$ cat src/rtl/bit_scan_pkg.sv
`default_nettype none
// +----------------------------------------------------------------------------+
// | Module      : bit_scan_pkg                                                 |
// | Description : Shared types and constants for the set-bit scanner family.   |
// | Revision    : 1.0 - initial release                                        |
// +----------------------------------------------------------------------------+
package bit_scan_pkg;

    localparam int DEFAULT_WIDTH = 32;

    typedef enum logic [0:0] {
        IDLE = 1'b0,
        SCAN = 1'b1
    } state_t;

    function automatic int calc_idx_w(input int width);
        return $clog2(width);
    endfunction

endpackage
`default_nettype wire

$ cat src/rtl/lsb_priority_enc.sv
`default_nettype none
// +----------------------------------------------------------------------------+
// | Module      : lsb_priority_enc                                             |
// | Description : Combinational index of the lowest set bit (0 if none set).   |
// | Revision    : 1.0 - initial release                                        |
// +----------------------------------------------------------------------------+
module lsb_priority_enc
    import bit_scan_pkg::*;
#(
    parameter  int WIDTH = DEFAULT_WIDTH,
    localparam int IDX_W = calc_idx_w(WIDTH)
) (
    input  logic [WIDTH-1:0] rem,
    output logic [IDX_W-1:0] index
);

    // Walk from MSB down so the lowest set bit is the final assignment.
    always_comb begin
        index = '0;
        for (int i = WIDTH - 1; i >= 0; i--) begin
            if (rem[i]) begin
                index = i[IDX_W-1:0];
            end
        end
    end

endmodule
`default_nettype wire

$ cat src/rtl/set_bit_scanner.sv
`default_nettype none
// +----------------------------------------------------------------------------+
// | Module      : set_bit_scanner                                              |
// | Description : Emits the index of every set bit of a word, LSB first, one   |
// |               beat per cycle. Optional popcount port: BIT_SCAN_COUNT_EN.   |
// | Revision    : 1.0 - initial release                                        |
// +----------------------------------------------------------------------------+
module set_bit_scanner
    import bit_scan_pkg::*;
#(
    parameter  int WIDTH = DEFAULT_WIDTH,
    localparam int IDX_W = calc_idx_w(WIDTH)
) (
    input  logic             clk,
    input  logic             rst_n,
    input  logic             in_valid,
    output logic             in_ready,
    input  logic [WIDTH-1:0] in_data,
    output logic             out_valid,
    input  logic             out_ready,
    output logic [IDX_W-1:0] out_index,
    output logic             out_last,
    output logic             out_empty,
`ifdef BIT_SCAN_COUNT_EN
    output logic [IDX_W:0]   out_count,
`endif
    output logic             busy
);

    state_t           r_state;
    state_t           w_state_nxt;
    logic [WIDTH-1:0] r_rem;
    logic [WIDTH-1:0] w_rem_nxt;
    logic [WIDTH-1:0] w_rem_dec;
    logic [WIDTH-1:0] w_rem_clr;
    logic [IDX_W-1:0] w_enc_idx;
    logic             w_in_sc;
    logic             w_accept;

    lsb_priority_enc #(
        .WIDTH (WIDTH)
    ) u_enc (
        .rem   (r_rem),
        .index (w_enc_idx)
    );

    // Modulo arithmetic: at rem==0 the clear result stays 0.
    assign w_rem_dec = r_rem - WIDTH'(1);
    assign w_rem_clr = r_rem & w_rem_dec;
    assign w_in_sc   = (r_state == SCAN);
    assign w_accept  = in_valid && in_ready;

    assign out_index = w_in_sc ? w_enc_idx : '0;
    assign out_last  = w_in_sc && (w_rem_clr == '0);
    assign out_empty = w_in_sc && (r_rem == '0);

    always_ff @(posedge clk or negedge rst_n) begin
        if (!rst_n) begin
            r_state <= IDLE;
            r_rem   <= '0;
        end else begin
            r_state <= w_state_nxt;
            r_rem   <= w_rem_nxt;
        end
    end

    always_comb begin
        w_state_nxt = r_state;
        w_rem_nxt   = r_rem;
        in_ready    = 1'b0;
        out_valid   = 1'b0;
        busy        = 1'b0;
        case (r_state)
            IDLE: begin
                in_ready = 1'b1;
                if (in_valid) begin
                    w_rem_nxt   = in_data;
                    w_state_nxt = SCAN;
                end
            end
            SCAN: begin
                out_valid = 1'b1;
                busy      = 1'b1;
                if (out_ready) begin
                    w_rem_nxt = w_rem_clr;
                    if (out_last) begin
                        w_state_nxt = IDLE;
                    end
                end
            end
            default: begin
                w_state_nxt = IDLE;
            end
        endcase
    end

`ifdef BIT_SCAN_COUNT_EN
    logic [IDX_W:0] r_count;
    logic [IDX_W:0] w_pop;

    always_comb begin
        w_pop = '0;
        for (int i = 0; i < WIDTH; i++) begin
            w_pop = w_pop + {{IDX_W{1'b0}}, in_data[i]};
        end
    end

    // Captured with the word so every beat of it reports the same count.
    always_ff @(posedge clk or negedge rst_n) begin
        if (!rst_n) begin
            r_count <= '0;
        end else if (w_accept) begin
            r_count <= w_pop;
        end
    end

    assign out_count = r_count;
`else
    logic w_unused_accept;
    assign w_unused_accept = w_accept;
`endif

endmodule
`default_nettype wire

$ cat config.mk
export PLATFORM = sky130hd
export DESIGN_NAME = set_bit_scanner
export DESIGN_NICKNAME = d
export VERILOG_FILES = /design/src/rtl/bit_scan_pkg.sv /design/src/rtl/lsb_priority_enc.sv /design/src/rtl/set_bit_scanner.sv
export SDC_FILE = /design/constraint.sdc
export NUM_CORES = 1
export LEC_CHECK = 0
export CORE_ASPECT_RATIO = 1.5
export CORE_MARGIN = 2
export CORE_UTILIZATION = 48
export CTS_BUF_LIST = sky130_fd_sc_hd__clkbuf_4 sky130_fd_sc_hd__clkbuf_8
export DETAILED_ROUTE_END_ITERATION = 7
export GPL_TIMING_DRIVEN = 0
export HOLD_SLACK_MARGIN = 0.06
export PLACE_DENSITY_LB_ADDON = 0.05
export SYNTH_ARGS = -nofsm -noshare
export SYNTH_HDL_FRONTEND = slang
export SYNTH_SLANG_ARGS = --single-unit
$ cat constraint.sdc
create_clock -name clk -period 3 [get_ports clk]
set_input_delay 0.3 -clock clk [delete_from_list [all_inputs] [get_ports clk]]
set_output_delay 0.3 -clock clk [all_outputs]
set_load 0.03 [all_outputs]
==> results of run 1 <==
-- per-layer routing --
layer	wire, µm	global-route usage	vias up	part of all wire
li1	-	-	1199	-
met2	3700	0.484	88	0.51
met5	0	0	-	0
met3	360	0.0322	21	0.050
met4	244	0.121	0	0.034
met1	2900	0.363	1180	0.40
-- how the worst max path moves through the flow --
stage                     depth (start not counted)      start       end
after floorplan                                   6  r_rem[10]  out_last
after global placement                            8  r_rem[16]  out_last
after detailed placement                          9   r_rem[6]  out_last
after CTS                                         8   r_rem[6]  out_last
after global routing                              8   r_rem[6]  out_last
final                                             8   r_rem[6]  out_last
-- worst max-delay path, cell delays in order, from the launching register on --
cell and delay [ns]:
dfrtp_2 0.41, or4_4 0.54, or4_4 0.60, clkbuf_8 0.18, o31a_1 0.24, o31ai_2 0.19, nand4_1 0.19, nor4_4 0.39
buf_6 0.18
-- synth_stat cells (2+ instances only) --
library cell / instances / share of area
or3_1: 6 / 0.017
a21oi_1: 25 / 0.055
maj3_1: 2 / 0.0088
inv_1: 8 / 0.013
mux2i_1: 13 / 0.057
o311ai_0: 4 / 0.015
or2_2: 4 / 0.011
and3_1: 2 / 0.0055
nand3_1: 4 / 0.0088
o21ai_0: 17 / 0.037
clkbuf_1: 17 / 0.028
a221oi_1: 5 / 0.019
o41ai_1: 3 / 0.012
dfrtp_1: 33 / 0.36
or4_4: 3 / 0.015
nor3_1: 14 / 0.031
nor4_1: 7 / 0.019
nand2_1: 30 / 0.050
a311oi_1: 2 / 0.0077
o211ai_1: 5 / 0.017
or4_1: 7 / 0.023
o31ai_1: 6 / 0.020
a2111oi_0: 2 / 0.0077
nor2_1: 43 / 0.071
a31oi_1: 4 / 0.011
-- kinds of logic (layout without fill, tap and decap cells) --
logic type | Yosys count | in the layout | share of synthesized area
compound gates | 86 | 86 | 0.256
buf+inv | 29 | 90 | 0.0529
mux | 13 | 13 | 0.0573
simple gates | 123 | 123 | 0.262
fa+ha+maj | 2 | 2 | 0.00881
flops | 33 | 33 | 0.363
-- metrics by stage --
stage	worst slack, ns	area (µm²)	util	instances	hold slack [ns]
after detailed placement	-1.03	2810	0.619	395	0.423
after floorplan	-0.162	2290	-	286	0.00441
after global placement	-1.04	2820	0.620	395	0.607
after global routing	-0.597	3050	0.672	411	0.153
final	-0.517	3050	0.672	411	0.0848
after CTS	-0.543	3000	0.661	408	0.113
-- sequential cells by signal (all words and copies together) (netlist names) --
name,count
r_state,1
r_rem,32
-- area by class of cell --
cell class              count  area share
plain buffers              15      0.0254
clock buffers               7      0.0316
clock inverters             1     0.00164
inverters                   9      0.0111
multi-input cells         224       0.453
flip-flops and latches     33       0.274
well taps                  64      0.0263
repair buffers             58       0.177
-- what timing repair did --
| action | CTS | global route |
|---|---|---|
| gates cloned | 1 | 0 |
| pin swaps | 4 | 1 |
| setup endpoints to repair | 8 | 6 |
| endpoints found under the hold margin | 0 | 0 |
| resized for setup | 31 | 12 |
| buffers inserted | 9 | 3 |
==> metrics.md, run 1 <==
| Metric | Value |
|---|---|
| Clk buf depth | 2 |
| # rows | 30 |
| CP required | around 2.7 ns |
| Most frequent cells in the layout | nor2_1, clkdlybuf4s50_1, nand2_1, dfrtp_1, a21oi_1 |
| CTS tree | built |
| DR vias/cell | 6.05 |
| Netlist Area Pre-Place | 0.00227 mm² |
| Die area | 0.00531 mm² |
| Vias | around 2500 |
| WL final | 7210 µm |
| Antenna diodes | 0 |
| Max-cap violations | 0 |
| Worst reg2reg setup slack | -0.10 ns |
| Routed wire per std cell | 17.5 µm |
| All-Layer GR Usage | 0.286 |
| RR Endpoint | r_state |
| Post-synth net total | 322 |
| R2R Path Start | r_rem[6] |
| Share of cells above drive strength 1 | 0.161 |
| FILL cells | 398 |
| Initial Util | 0.500 |
| Syn Area/Cell | 7.94 µm² |
| Drt initial violations | around 200 |
| First-pass GRT wire length | 11300 µm |
| DIE WIDTH | 60.2 µm |
| CTS Root Cell | clkbuf_8 |
| Worst Skew | 0.00561 ns |
| Sink Count | 33 |
| Drt pass-1 iters | 4 |
| Outcome | finished, violations left |
| Synth Flop Type | dfrtp_1 |
| Unrepaired setup endpoints after global routing | yes |
| Max FO, Critical Path | 6 |
| Register area share after synthesis | 0.363 |
| Slew Limit Headroom | 0.478 |
| Residual DRC | 0 |
| Placer Congestion | 0.916 |
| Final worst-path cycle share | 1.17 |
| H-tree depth | 2 |
| Min cycle time layout | 3.52 ns |
| GR Overflow Total | 0 |
| R2R cell count | 9 |
| CP Capture Type | output pin |
| Clock-pin transition on the worst setup and hold timing paths | 0.07 ns |
| Die Ht | 88.3 µm |
| Layout area overhead | 34.3% |
| Synth cell types | 45 |
| Most common cell after layout, fill and taps aside | nor2_1 |
| Failing checks | negative setup slack |
| Worst Tran Pin Value | about 0.78 ns |
| Critical path class | reg2out |
| Residual antenna-violating net count after detailed routing | 0 |
| Largest net degree at the start of global routing | 34 |
| Synth Register Bits | 33 |
| Final count of negative-setup-slack endpoints | 3 |
| Max Transition Viols Final | 0 |
| Fin worst setup slack | -0.517 ns |
| Fin. Hold Viols | 0 |
| Number of flops mapped to enable cells by yosys | 0 |
| I/O pin count | 46 |
| Vias in the first global route | 2300 |
| Core area | around 0.0045 mm² |
| NumNets Final | 382 |
| Post-route setup TNS | -0.678 ns |
| Multi-input combinational cell area | 0.00138 mm² |
| Achievable Freq | about 0.28 GHz |
| WP data arrival | between 3 and 4 ns |
| Register area | around 840 µm² |
| Syn. warnings | 0 |
| Cells after Synth | 286 |
| Async set or reset register ratio after synthesis | 1.00 |
| Worst Setup Start Kind | flip-flop |
| Buffers on Ports | 45 |
| Hold Crit Class | in2async |
| Hold_buf cts | 0 |
| DP HPWL | 5060 µm |
| Skew-Pair Late Insertion Delay | just under 0.3 ns |
| CTS buffer count | 5 |
| Initial antenna violation count | 0 |
Power of run 1 is not shown: default switching activity piles up to over one toggle a cycle in this logic, so the estimate is an artifact.
==> run 2: changes to the inputs <==
- CTS_CLUSTER_SIZE: default -> 40
==> results of run 2 <==
The final DEF is identical to that of run 1; final timing and power are the same.
Power of run 2 is left out for the same reason.
